## src/rtl/io_rail_seq_pkg.sv

```systemverilog
// io_rail_seq_pkg: shared state encoding and default parameters for the IO
// rail sequencing controller. The state encodings below are what state_o
// reports to the outside world.
package io_rail_seq_pkg;

    typedef enum logic [2:0] {
        ST_IDLE    = 3'd0,
        ST_WAIT_PG = 3'd1,
        ST_RELEASE = 3'd2,
        ST_RUN     = 3'd3,
        ST_FAULT   = 3'd4
    } state_e;

    localparam int NUM_SEG_DEF      = 4;
    localparam int DEBOUNCE_CNT_DEF = 200;
    localparam int STEP_DLY_DEF     = 16;
    localparam int TIMEOUT_CYC_DEF  = 4096;

endpackage

```

## src/rtl/io_rail_pg_debounce.sv

```systemverilog
// io_rail_pg_debounce: brings one asynchronous power-good flag into the clk
// domain through a 2-flop synchronizer and qualifies it with a saturating
// run-length counter. Any low synchronized sample restarts the count.
module io_rail_pg_debounce
    import io_rail_seq_pkg::*;
#(
    parameter int DEBOUNCE_CNT = DEBOUNCE_CNT_DEF
) (
    input  logic clk,
    input  logic rst_n,
    input  logic pg_async_i,
    output logic pg_sync_o,
    output logic pg_stable_o
);

    localparam int                CNT_W   = $clog2(DEBOUNCE_CNT + 1);
    localparam logic [CNT_W-1:0] CNT_MAX = CNT_W'(DEBOUNCE_CNT);
    localparam logic [CNT_W-1:0] CNT_ONE = CNT_W'(1);

    logic             sync1_q;
    logic             sync2_q;
    logic [CNT_W-1:0] cnt_q;
    logic [CNT_W-1:0] cnt_d;

    // Next count: clear on a low sample, otherwise climb and hold at the limit.
    always_comb begin
        cnt_d = cnt_q;
        if (!sync2_q) begin
            cnt_d = {CNT_W{1'b0}};
        end else if (cnt_q != CNT_MAX) begin
            cnt_d = cnt_q + CNT_ONE;
        end else begin
            cnt_d = cnt_q;
        end
    end

    // Synchronizer flops and debounce counter state.
    always_ff @(posedge clk) begin
        if (!rst_n) begin
            sync1_q <= 1'b0;
            sync2_q <= 1'b0;
            cnt_q   <= {CNT_W{1'b0}};
        end else begin
            sync1_q <= pg_async_i;
            sync2_q <= sync1_q;
            cnt_q   <= cnt_d;
        end
    end

    assign pg_sync_o   = sync2_q;
    assign pg_stable_o = (cnt_q == CNT_MAX);

endmodule

```

## src/rtl/io_rail_seq_ctrl.sv

```systemverilog
// io_rail_seq_ctrl: power-sequencing controller for the IO pad ring.
// Waits for every segment's debounced power-good, then releases segments in
// index order (pad enable first, retention removed STEP_DLY cycles later).
// Any synchronized power-good loss while releasing or running latches a fault.
// Optional feature macro: RAILSEQ_TIMEOUT_EN bounds the WAIT_PG dwell to
// TIMEOUT_CYC cycles; without it WAIT_PG waits indefinitely.
module io_rail_seq_ctrl
    import io_rail_seq_pkg::*;
#(
    parameter int NUM_SEG      = NUM_SEG_DEF,
    parameter int DEBOUNCE_CNT = DEBOUNCE_CNT_DEF,
    parameter int STEP_DLY     = STEP_DLY_DEF
`ifdef RAILSEQ_TIMEOUT_EN
    ,
    parameter int TIMEOUT_CYC  = TIMEOUT_CYC_DEF
`endif
) (
    input  logic               clk,
    input  logic               rst_n,
    input  logic [NUM_SEG-1:0] pwr_good_i,
    input  logic               start_i,
    input  logic               clr_fault_i,
    output logic [NUM_SEG-1:0] seg_en_o,
    output logic [NUM_SEG-1:0] seg_ret_o,
    output logic               ready_o,
    output logic               fault_o,
    output logic [2:0]         state_o
);

    localparam int                 STEP_W    = $clog2(STEP_DLY + 1);
    localparam int                 IDX_W     = $clog2(NUM_SEG + 1);
    localparam logic [STEP_W-1:0]  STEP_LAST = STEP_W'(STEP_DLY - 1);
    localparam logic [STEP_W-1:0]  STEP_ONE  = STEP_W'(1);
    localparam logic [IDX_W-1:0]   IDX_LAST  = IDX_W'(NUM_SEG - 1);
    localparam logic [IDX_W-1:0]   IDX_ONE   = IDX_W'(1);
    localparam logic [NUM_SEG-1:0] SEG_ONE   = {{(NUM_SEG-1){1'b0}}, 1'b1};
    localparam logic [NUM_SEG-1:0] SEG_ALL   = {NUM_SEG{1'b1}};
    localparam logic [NUM_SEG-1:0] SEG_NONE  = {NUM_SEG{1'b0}};

    logic [NUM_SEG-1:0] pg_sync_s;
    logic [NUM_SEG-1:0] pg_stable_s;
    logic               rail_lost_s;
    logic               all_stable_s;

    state_e             state_q,  state_d;
    logic [IDX_W-1:0]   idx_q,    idx_d;
    logic [STEP_W-1:0]  step_q,   step_d;
    logic [NUM_SEG-1:0] seg_en_q, seg_en_d;
    logic [NUM_SEG-1:0] seg_ret_q, seg_ret_d;
    logic               ready_q,  ready_d;
    logic               fault_q,  fault_d;

`ifdef RAILSEQ_TIMEOUT_EN
    localparam int              TO_W    = $clog2(TIMEOUT_CYC + 1);
    localparam logic [TO_W-1:0] TO_LAST = TO_W'(TIMEOUT_CYC - 1);
    localparam logic [TO_W-1:0] TO_ONE  = TO_W'(1);
    logic [TO_W-1:0] to_cnt_q, to_cnt_d;
`endif

    genvar g;
    for (g = 0; g < NUM_SEG; g++) begin : g_deb
        io_rail_pg_debounce #(
            .DEBOUNCE_CNT (DEBOUNCE_CNT)
        ) u_deb (
            .clk         (clk),
            .rst_n       (rst_n),
            .pg_async_i  (pwr_good_i[g]),
            .pg_sync_o   (pg_sync_s[g]),
            .pg_stable_o (pg_stable_s[g])
        );
    end

    assign rail_lost_s  = ~(&pg_sync_s);
    assign all_stable_s = &pg_stable_s;

    // Next-state and next-output logic for the sequencing FSM.
    always_comb begin
        state_d   = state_q;
        idx_d     = idx_q;
        step_d    = step_q;
        seg_en_d  = seg_en_q;
        seg_ret_d = seg_ret_q;
        ready_d   = ready_q;
        fault_d   = fault_q;
`ifdef RAILSEQ_TIMEOUT_EN
        to_cnt_d  = to_cnt_q;
`endif
        case (state_q)
            ST_IDLE: begin
                if (start_i) begin
                    state_d  = ST_WAIT_PG;
`ifdef RAILSEQ_TIMEOUT_EN
                    to_cnt_d = {TO_W{1'b0}};
`endif
                end else begin
                    state_d = ST_IDLE;
                end
            end
            ST_WAIT_PG: begin
                if (all_stable_s) begin
                    // Entering step 0 also raises the first pad enable.
                    state_d  = ST_RELEASE;
                    idx_d    = {IDX_W{1'b0}};
                    step_d   = {STEP_W{1'b0}};
                    seg_en_d = SEG_ONE;
`ifdef RAILSEQ_TIMEOUT_EN
                end else if (to_cnt_q == TO_LAST) begin
                    state_d   = ST_FAULT;
                    seg_en_d  = SEG_NONE;
                    seg_ret_d = SEG_ALL;
                    ready_d   = 1'b0;
                    fault_d   = 1'b1;
                end else begin
                    to_cnt_d = to_cnt_q + TO_ONE;
`else
                end else begin
                    state_d = ST_WAIT_PG;
`endif
                end
            end
            ST_RELEASE: begin
                if (rail_lost_s) begin
                    state_d   = ST_FAULT;
                    idx_d     = {IDX_W{1'b0}};
                    step_d    = {STEP_W{1'b0}};
                    seg_en_d  = SEG_NONE;
                    seg_ret_d = SEG_ALL;
                    ready_d   = 1'b0;
                    fault_d   = 1'b1;
                end else if (step_q == STEP_LAST) begin
                    // Drop retention on this segment and, in the same edge,
                    // enable the next one (or declare the ring ready).
                    seg_ret_d = seg_ret_q & ~(SEG_ONE << idx_q);
                    step_d    = {STEP_W{1'b0}};
                    if (idx_q == IDX_LAST) begin
                        state_d = ST_RUN;
                        ready_d = 1'b1;
                    end else begin
                        idx_d    = idx_q + IDX_ONE;
                        seg_en_d = seg_en_q | (SEG_ONE << (idx_q + IDX_ONE));
                    end
                end else begin
                    step_d = step_q + STEP_ONE;
                end
            end
            ST_RUN: begin
                if (rail_lost_s) begin
                    state_d   = ST_FAULT;
                    idx_d     = {IDX_W{1'b0}};
                    seg_en_d  = SEG_NONE;
                    seg_ret_d = SEG_ALL;
                    ready_d   = 1'b0;
                    fault_d   = 1'b1;
                end else begin
                    state_d = ST_RUN;
                end
            end
            ST_FAULT: begin
                // Clear has priority; a concurrent start_i is dropped.
                if (clr_fault_i) begin
                    state_d = ST_IDLE;
                    fault_d = 1'b0;
                end else begin
                    state_d = ST_FAULT;
                end
            end
            default: begin
                state_d   = ST_IDLE;
                idx_d     = {IDX_W{1'b0}};
                step_d    = {STEP_W{1'b0}};
                seg_en_d  = SEG_NONE;
                seg_ret_d = SEG_ALL;
                ready_d   = 1'b0;
                fault_d   = 1'b0;
            end
        endcase
    end

    // FSM state, sequencing counters and registered outputs.
    always_ff @(posedge clk) begin
        if (!rst_n) begin
            state_q   <= ST_IDLE;
            idx_q     <= {IDX_W{1'b0}};
            step_q    <= {STEP_W{1'b0}};
            seg_en_q  <= SEG_NONE;
            seg_ret_q <= SEG_ALL;
            ready_q   <= 1'b0;
            fault_q   <= 1'b0;
`ifdef RAILSEQ_TIMEOUT_EN
            to_cnt_q  <= {TO_W{1'b0}};
`endif
        end else begin
            state_q   <= state_d;
            idx_q     <= idx_d;
            step_q    <= step_d;
            seg_en_q  <= seg_en_d;
            seg_ret_q <= seg_ret_d;
            ready_q   <= ready_d;
            fault_q   <= fault_d;
`ifdef RAILSEQ_TIMEOUT_EN
            to_cnt_q  <= to_cnt_d;
`endif
        end
    end

    assign seg_en_o  = seg_en_q;
    assign seg_ret_o = seg_ret_q;
    assign ready_o   = ready_q;
    assign fault_o   = fault_q;
    assign state_o   = state_q;

endmodule
```

## config.mk

```make
export PLATFORM = sky130hd
export DESIGN_NAME = io_rail_seq_ctrl
export DESIGN_NICKNAME = d
export VERILOG_FILES = /design/src/rtl/io_rail_seq_pkg.sv /design/src/rtl/io_rail_pg_debounce.sv /design/src/rtl/io_rail_seq_ctrl.sv
export SDC_FILE = /design/constraint.sdc
export NUM_CORES = 1
export LEC_CHECK = 0
export BUFFER_PORTS_ARGS = -buffer_cell sky130_fd_sc_hd__clkbuf_2
export CORE_MARGIN = 1
export CORE_UTILIZATION = 30
export DETAILED_ROUTE_END_ITERATION = 16
export PLACE_DENSITY_LB_ADDON = 0.1
export SYNTH_ARGS = -nofsm -noshare
export SYNTH_HDL_FRONTEND = slang
export SYNTH_SLANG_ARGS = --single-unit
```

## constraint.sdc

```tcl
create_clock -name clk -period 2.74 [get_ports clk]
set_input_delay 0.274 -clock clk [delete_from_list [all_inputs] [get_ports clk]]
set_output_delay 0.274 -clock clk [all_outputs]
set_load 0.01 [all_outputs]
```

==> impl_metrics.csv <==
group,metric,value,unit
timing,slew_viol_final,0,
global_route,track_usage,13.0,%
clock_tree,ctsResizeCount,0,
global_route,grt_pass1_wl,9920,µm
logic_synthesis,synth_cells,304,
hold_path,min_path_type,"in -> reg",
global_route,overflow,0,
finish,final_cells,466,
power_and_ir_drop,p_switching,450,µW
outcome,status,"finished clean",
run,cap_viol_max_count,0,
timing,skew,0.00811,ns
detailed_routing,avgViaCountPerCell,4.58,
power_and_ir_drop,leakage,0.00122,µW
clock_tree,clkTransAtPathRegs,0.08,ns
timing,slew_headroom,64.6,%
global_route,grt_pass1_vias,2014,
logic_synthesis,syn-mean-instance-area,9.43,µm²
clock_tree,clk_path_buf_depth,2,
setup_path,crit_fanout,11,
floorplanning,core-area,9240,µm²
detailed_routing,wl_per_cell,12.5,µm
clock_tree,hold_buffers,0,
logic_synthesis,ys_ff_latch,61,
clock_tree,cts_buffers,9,
placement,hpwlAfterDp,4130,µm
finish,final_common_cell,"dfxtp_1",
finish,drive_gt1_share,16.3,%
timing,worst_pin_slew,0.531,ns
logic_synthesis,netlist_area,2870,µm²
floorplanning,die_h,99.8,µm
detailed_routing,drtIter0Drc,43,
logic_synthesis,synthFlopType,"dfxtp_1",
detailed_routing,drc,0,
finish,syn_to_final_growth,17.0,%
global_route,grt_start_max_net_pins,22,
timing,finalHoldViolCount,0,
clock_tree,post-cts-setup-buffers,0,
power_and_ir_drop,comb_power_share,3.9,%
logic_synthesis,yosys.cell_types.count,49,
timing,setup_tns,0,ns
power_and_ir_drop,power.share.clock,48.9,%
setup_path,critPathKind,"reg -> reg",
detailed_routing,drt-total-wl,5850,µm
timing,rsz0062_at_grt,"no",
logic_synthesis,yosys.area_share.simple,27.2,%
timing,finalSetupViolCount,0,
timing,fmax,437,MHz
timing,min_period,2.29,ns
placement,port_buffers,20,
finish,fin_nets,356,
floorplanning,dieArea,9950,µm²
power_and_ir_drop,p_sw_share,23.4,%
power_and_ir_drop,irDropWorstVdd,0.235,mV
logic_synthesis,synth_edf_count,0,
setup_path,crit_required,3.00,ns
global_route,antenna_found_initial,0,
placement,place_area,3120,µm²
logic_synthesis,synth_top_family_by_area,"simple AND/OR/NAND/NOR gates",
placement,dp.cells,450,
setup_path,arrival,2.55,ns
floorplanning,ioPinCount,21,
placement,gp_congestion,0.758,
detailed_routing,route.vias.total,2133,
logic_synthesis,synthAdderAreaFrac,6.98,%
logic_synthesis,ys_warn_count,0,
power_and_ir_drop,p_per_area,573,nW/µm²
finish,antenna-diode-count,0,
detailed_routing,firstDrtPassIters,4,
logic_synthesis,yosysSeqAreaShare,42.6,%
setup_path,cp-start-kind,"flip-flop",
finish,layout_common_cells,"dfxtp_1, nor2_1, nand3_1",
logic_synthesis,synth_mux_area_share,1.75,%
floorplanning,floorplan.initialDensity,31.0,%
clock_tree,cts_tree,"done",
power_and_ir_drop,p_int,1470,µW
logic_synthesis,synth_compound_area_share,10.2,%
finish,post-route-cell-area,3360,µm²
floorplanning,fp-row-count,35,
logic_synthesis,syn_nets,328,
power_and_ir_drop,seqPwrFrac,47.2,%
detailed_routing,ant_nets,0,
logic_synthesis,ys_async_sr_fraction,0,%
clock_tree,root_buffer,"clkbuf_8",
floorplanning,die_w,99.8,µm
clock_tree,cts.sink_count,61,
clock_tree,htree_num_levels,3,
setup_path,worstSetupEndpointType,"flip-flop",
clock_tree,clock_latency,0.35,ns
timing,finalCritPeriodShare,83.5,%
logic_synthesis,synthXorXnorAreaFrac,8.55,%
==> registers in the layout, indices dropped and copies added (netlist names) <==
name	count
idx_q	3
ready_o	1
seg_ret_o	4
g_deb.u_deb.sync1_q	4
g_deb.u_deb.pg_sync_o	4
state_o	3
step_q	5
seg_en_o	4
fault_o	1
g_deb.u_deb.cnt_q	32
==> Yosys cell counts, types with 2 or more instances <==
cell,instances,area (µm²)
xor2_1,20,175
nor3_1,4,20.0
nor3b_1,2,15.0
dfxtp_1,61,1220
and2_1,9,56.3
o31ai_1,2,15.0
o21ai_0,5,25.0
a221oi_1,2,17.5
mux2i_1,5,50.1
o311ai_0,2,17.5
a211oi_1,4,30.0
inv_1,14,52.6
nand3b_1,2,15.0
ha_1,16,200
nor2_1,40,150
xnor2_1,8,70.1
or2_2,4,25.0
or3_1,4,25.0
nand4b_1,6,52.6
nand4_1,2,12.5
nor4_4,3,63.8
nand2b_1,2,12.5
a21o_1,2,15.0
nand2_1,14,52.6
clkbuf_1,4,15.0
and3_1,7,43.8
o211a_1,2,20.0
o21bai_1,2,15.0
nand3_1,24,120
nor2b_1,2,12.5
a21oi_1,12,60.1
==> path summary, 6_finish.rpt <==
| check | start | endpoint | slack [ns] | cells past startpoint |
|---|---|---|---|---|
| setup reg to reg | g_deb[3].u_deb.cnt_q[0] | idx_q[0] | 0.45 | 7 |
| hold / removal | pwr_good_i[1] | g_deb[1].u_deb.sync1_q | 0.13 | 2 |
| hold reg to reg | g_deb[3].u_deb.sync1_q | g_deb[3].u_deb.pg_sync_o | 0.44 | 1 |
| setup / recovery | g_deb[3].u_deb.cnt_q[0] | idx_q[0] | 0.45 | 7 |
==> metrics by stage <==
stage	worst slack [ns]	total power [µW]	hold slack, ns	utilization (%)
detailed placement	0.459	1000	0.424	33.8
global placement	0.502	1000	0.419	33.8
floorplan	0.810	976	0.401	-
CTS	0.452	1950	0.112	36.3
global route	0.259	2010	0.108	36.3
finish	0.452	1920	0.127	36.3
==> worst max-delay path, cell delays in order, from the launching register on <==
cell      delay [ns]
dfxtp_1         0.34
inv_1           0.10
ha_1            0.20
nand4b_4        0.12
nor4b_4         0.41
a41oi_2         0.38
or3_1           0.44
a211oi_1        0.21
==> cells by family (layout without fill, tap and decap cells) <==
| family | Yosys count | after routing |
|---|---|---|
| mux | 5 | 5 |
| xor+xnor | 28 | 28 |
| fa+ha+maj | 16 | 16 |
| buf+inv | 21 | 54 |
| simple gates | 132 | 132 |
| compound gates | 41 | 41 |
| flops | 61 | 61 |
==> power by group through the flow <==
stage / logic (µW) / registers, µW / clock network [µW]
after floorplan: 49.9 / 926 / 0
after global placement: 75.4 / 928 / 0
after detailed placement: 75.0 / 928 / 0
after CTS: 75.4 / 907 / 972
after global routing: 83.8 / 909 / 1020
final: 74.5 / 907 / 940
==> layer usage <==
| layer | up-vias | part of all wire, % | GRT usage (%) |
|---|---|---|---|
| met5 | - | 0 | 0 |
| met4 | 0 | 2.1 | 6.45 |
| met3 | 9 | 2.6 | 3.97 |
| met2 | 24 | 43 | 18.8 |
| met1 | 981 | 53 | 17.5 |
| li1 | 1119 | - | - |
==> area by class of cell <==
cell class | instances | area (µm²)
clock buffers | 10 | 138
clock inverters | 6 | 93.8
fillers | 961 | 5880
inverters | 16 | 60.1
multi-input cells | 222 | 1570
flip-flops and latches | 61 | 1220
well taps | 129 | 161
repair buffers | 22 | 115
Note: power is estimated with default switching activity, not from simulation.
